**src/rtl/uart_rx_controller.sv**
```systemverilog
// UART receive sequencer: start-bit qualification, mid-bit data sampling
// and stop-bit check, all paced by a shared N_TICKS-per-bit oversampling tick.
module uart_rx_controller #(
  parameter int N_BITS  = 8,
  parameter int N_TICKS = 16
) (
  input  logic              clock,
  input  logic              reset,
  input  logic              tick,
  input  logic              rx,
  output logic              rx_done,
  output logic [N_BITS-1:0] data_out,
  output logic              frame_error,
  output logic              busy
);

  localparam int TW = (N_TICKS > 2) ? $clog2(N_TICKS) : 1;
  localparam int BW = (N_BITS  > 1) ? $clog2(N_BITS)  : 1;

  localparam logic [TW-1:0] HALF_LAST = TW'(N_TICKS / 2 - 1);
  localparam logic [TW-1:0] BIT_LAST  = TW'(N_TICKS - 1);
  localparam logic [BW-1:0] WORD_LAST = BW'(N_BITS - 1);

  typedef enum logic [1:0] {
    IDLE  = 2'd0,
    START = 2'd1,
    DATA  = 2'd2,
    STOP  = 2'd3
  } state_t;

  state_t            state, state_next;
  logic [TW-1:0]     tick_cnt, tick_cnt_next;
  logic [BW-1:0]     bit_cnt, bit_cnt_next;
  logic [N_BITS-1:0] shreg, shreg_next;
  logic [N_BITS-1:0] data_out_next;
  logic              frame_error_next;
  logic              rx_done_next;
  logic              rx_meta, rx_s;

  // Two-flop synchronizer; resets to the idle (high) line level.
  always_ff @(posedge clock) begin
    if (reset) begin
      rx_meta <= 1'b1;
      rx_s    <= 1'b1;
    end else begin
      rx_meta <= rx;
      rx_s    <= rx_meta;
    end
  end

  always_ff @(posedge clock) begin
    if (reset) begin
      state       <= IDLE;
      tick_cnt    <= '0;
      bit_cnt     <= '0;
      shreg       <= '0;
      data_out    <= '0;
      frame_error <= 1'b0;
      rx_done     <= 1'b0;
    end else begin
      state       <= state_next;
      tick_cnt    <= tick_cnt_next;
      bit_cnt     <= bit_cnt_next;
      shreg       <= shreg_next;
      data_out    <= data_out_next;
      frame_error <= frame_error_next;
      rx_done     <= rx_done_next;
    end
  end

  always_comb begin
    state_next       = state;
    tick_cnt_next    = tick_cnt;
    bit_cnt_next     = bit_cnt;
    shreg_next       = shreg;
    data_out_next    = data_out;
    frame_error_next = frame_error;
    rx_done_next     = 1'b0;
    unique case (state)
      IDLE: begin
        // Start edge is taken without waiting for a tick.
        if (!rx_s) begin
          state_next    = START;
          tick_cnt_next = '0;
        end
      end
      START: begin
        if (tick) begin
          if (tick_cnt == HALF_LAST) begin
            if (!rx_s) begin
              state_next    = DATA;
              tick_cnt_next = '0;
              bit_cnt_next  = '0;
            end else begin
              state_next = IDLE;
            end
          end else begin
            tick_cnt_next = tick_cnt + TW'(1);
          end
        end
      end
      DATA: begin
        if (tick) begin
          if (tick_cnt == BIT_LAST) begin
            tick_cnt_next = '0;
            shreg_next    = {rx_s, shreg[N_BITS-1:1]};
            if (bit_cnt == WORD_LAST) state_next = STOP;
            else                      bit_cnt_next = bit_cnt + BW'(1);
          end else begin
            tick_cnt_next = tick_cnt + TW'(1);
          end
        end
      end
      STOP: begin
        // Leave at mid-stop-bit so a back-to-back start edge is not missed.
        if (tick) begin
          if (tick_cnt == BIT_LAST) begin
            data_out_next    = shreg;
            frame_error_next = ~rx_s;
            rx_done_next     = 1'b1;
            state_next       = IDLE;
          end else begin
            tick_cnt_next = tick_cnt + TW'(1);
          end
        end
      end
      default: state_next = IDLE;
    endcase
  end

  assign busy = (state != IDLE);

endmodule

```
**config.mk**
```make
export PLATFORM = sky130hd
export DESIGN_NAME = uart_rx_controller
export DESIGN_NICKNAME = d
export VERILOG_FILES = /design/src/rtl/uart_rx_controller.sv
export SDC_FILE = /design/constraint.sdc
export NUM_CORES = 1
export LEC_CHECK = 0
export BUFFER_PORTS_ARGS = -buffer_cell sky130_fd_sc_hd__buf_2
export CORE_MARGIN = 4
export CORE_UTILIZATION = 40
export DETAILED_ROUTE_END_ITERATION = 6
export SYNTH_ARGS = -nofsm -noshare
export SYNTH_HDL_FRONTEND = slang
export SYNTH_SLANG_ARGS = --single-unit
export TNS_END_PERCENT = 100
```
**constraint.sdc**
```tcl
create_clock -name clock -period 2.9 [get_ports clock]
set_input_delay 0.58 -clock clock [delete_from_list [all_inputs] [get_ports clock]]
set_output_delay 0.58 -clock clock [all_outputs]
set_load 0.03 [all_outputs]
```
==> summary.md <==
| Metric | Value |
|---|---|
| Status | `finished, final reports clean` |
| Post-synthesis sequential area ratio | `45.6%` |
| Per-cell routed wire length | `13.4 um` |
| Antenna cell count | `0` |
| CTS tree | `yes` |
| Drt initial violations | `78` |
| Net Sw Frac | `21.8%` |
| Peak supply drop | `0.303 mV` |
| Vias in the first global route | `947` |
| Final Hold Viols | `0` |
| Worst setup SP type | `flip-flop` |
| Int Pwr | `522 uW` |
| Initial antenna violation count | `0` |
| Total Routing Usage GR | `14.1%` |
| Register bit total from synthesis | `29` |
| Critical path type | `flip-flop to flip-flop` |
| CTS Buf Count | `5` |
| Post-Synthesis Cell Area | `0.00127 mm^2` |
| Fin Setup TNS | `0 ps` |
| Largest net degree at the start of global routing | `31` |
| Ports | `15` |
| Avg Cell Area, Syn | `just under 10 um^2` |
| Fin nets | `152` |
| Share of cells above drive strength 1 | `18.6%` |
| Post-CTS sizing | `0` |
| Worst r2r dst | `bit_cnt[1]` |
| Worst slew margin | `between 60 and 70%` |
| Worst hold path class | `flip-flop to flip-flop` |
| Clk_lat worst skew | `320 ps` |
| Clock share of power | `35.9%` |
| Die width | `64.4 um` |
| First-pass GRT wire length | `4.35 mm` |
| NetSw | `146 uW` |
| First-pass detailed-route iteration total | `4` |
| Via count | `966` |
| Syn Nets | `139` |
| Hold path startpoint | `rx_meta` |
| GRT overflow | `0` |
| Max Slew Vio Count | `0` |
| RR Startpoint | `tick_cnt[0]` |
| Critical Path AT | `2190 ps` |
| Core area | `0.00305 mm^2` |
| Vias per Instance | `5.11` |
| Part of the power in combinational logic | `3.6%` |
| Yosys warning total | `0` |
| Metal-1 WL | `1.14 mm` |
| CTS H-tree lvls | `2` |
| Most frequent cells in the layout | `dfxtp_1 (29), nor2_1 (20), mux2i_1 (18)` |
| Clock Tree Root | `clkbuf_4` |
| Unrepaired setup endpoints after global routing | `false` |
| FF-to-FF path depth | `5` |
| Clock-pin slew on the worst setup and hold paths | `80 ps` |
| Total wire length | `2.53 mm` |
| Post-synth ARST share | `0%` |
| DP Wirelength | `1.76 mm` |
| Min-Delay Path Depth | `1` |
| Max Cap Violations | `0` |
| Leakage | `0.000519 uW` |
| R2R Setup Slk | `960 ps` |
| Met2 Wirelength | `1.24 mm` |
| Hold path endpoint | `rx_s` |
| Clock Sinks | `29` |
| Req. time, crit path | `3160 ps` |
| Mapped Cells | `132` |
| Post-synth EDFFs | `0` |
| Post-CTS Setup Repair Bufs | `0` |
| Area growth from synthesis to layout | `10.6%` |
| CP endpoint kind | `flip-flop` |
| Primary FF master, synth | `dfxtp_1` |
| PD cells | `~470 mW/mm^2` |
| Worst-Margin Slew | `519 ps` |
| Final Critical Period | `1940 ps` |
| Port Buf Inserts | `14` |
| Maximum fanout along the worst path | `9` |
| Initial Util | `41.7%` |
| Final hold slack | `~410 ps` |
| Die Y-Extent | `64.4 um` |
| Sequential share of power | `between 60% and 70%` |
| Uppermost routed layer | `met4` |
| Gpl congestion | `0.776` |
| Worst Skew | `6.85 ps` |
| Cts hold-fix bufs | `0` |
| Crit. Startpoint | `tick_cnt[0]` |
| Fin crit share | `66.9%` |
| Residual DRC | `0` |
| Site Rows | `20` |
| Commonest non-fill, non-tap cell in the layout | `dfxtp_1` |
| CTS Buffer Depth | `2` |
| Unique masters post-synth | `33` |
| Die ar. | `between 0.004 and 0.005 mm^2` |
| Met3 WL | `between 70 and 80 um` |
| Endpoints failing setup | `0` |
| Max Clk Rate | `0.516 GHz` |
| Antenna viol nets, final | `0` |
==> critical path: stages (launching register included) <==
cell and delay, ps:
dfxtp_1 390, ha_1 330, and3b_1 250, a41oi_2 200, or4b_1 540, a21oi_1 150
==> per-layer routing <==
metal	global-route usage, %	up-vias
li1	-	494
met1	15.2	452
met2	23.3	14
met3	5.80	6
met4	7.92	0
met5	0	-
==> worst max-delay path by stage <==
stage,to,slack (ps),depth (start not counted)
final,bit_cnt[1],960,5
after global routing,bit_cnt[2],790,6
after CTS,bit_cnt[1],950,5
after detailed placement,shreg[1],970,5
after global placement,bit_cnt[1],1070,5
after floorplan,bit_cnt[1],1230,6
==> metrics by stage <==
stage / instance area [um^2] / utilization (%) / instances / setup slack, ps / total power, uW
floorplan: 1270 / - / 132 / 1230 / 430
global placement: 1350 / 44.3 / 182 / 1070 / 436
detailed placement: 1350 / 44.3 / 182 / 969 / 437
CTS: 1410 / 46.1 / 189 / 949 / 681
global route: 1410 / 46.1 / 189 / 794 / 705
finish: 1410 / 46.1 / 189 / 961 / 668
==> cell families after synthesis <==
| kind of cell | synth area share, % |
|---|---|
| and+or+nand+nor | 20.5 |
| DFF | 45.6 |
| AOI/OAI and AO/OA | 11.7 |
| muxes | 14.2 |
| buffers and inverters | 4.42 |
| adders and majority gates | 2.95 |
| xor gates and xnor gates | 0.688 |
==> Yosys cell counts, types with 2 or more instances <==
cell	count	area share (%)
inv_1	3	0.88
nor3b_1	2	1.2
dfxtp_1	29	46
o21ai_0	9	3.5
buf_2	3	1.2
nor2_1	20	5.9
ha_1	3	3.0
a211oi_1	4	2.4
a21oi_1	6	2.4
or2_2	3	1.5
nand2_1	2	0.59
mux2i_1	18	14
or4b_1	2	1.6
nand3_1	2	0.79
clkbuf_1	3	0.88
nor3_1	2	0.79
a31oi_1	3	1.5
nand2b_1	3	1.5
==> registers in the layout, indices dropped and copies added (netlist names), named ones only <==
name / flops
rx_s: 1
frame_error: 1
bit_cnt: 3
tick_cnt: 4
data_out: 8
shreg: 8
rx_done: 1
rx_meta: 1
state: 1
==> cell type report <==
cell class,count,area [um^2]
fillers,320,1650
multi-input cells,92,636
flip-flops and latches,29,581
repair buffers,14,70.1
clock buffers,7,55.1
well taps,44,55.1
inverters,3,11.3
==> power groups by stage <==
stage	Combinational, uW	Clock, uW	Sequential (uW)
global placement	22.9	0	413
CTS	24.1	253	404
global route	26.9	273	405
floorplan	18.8	0	411
detailed placement	24.0	0	413
finish	24.0	240	404
No activity file was read; power rests on OpenSTA's default activity.
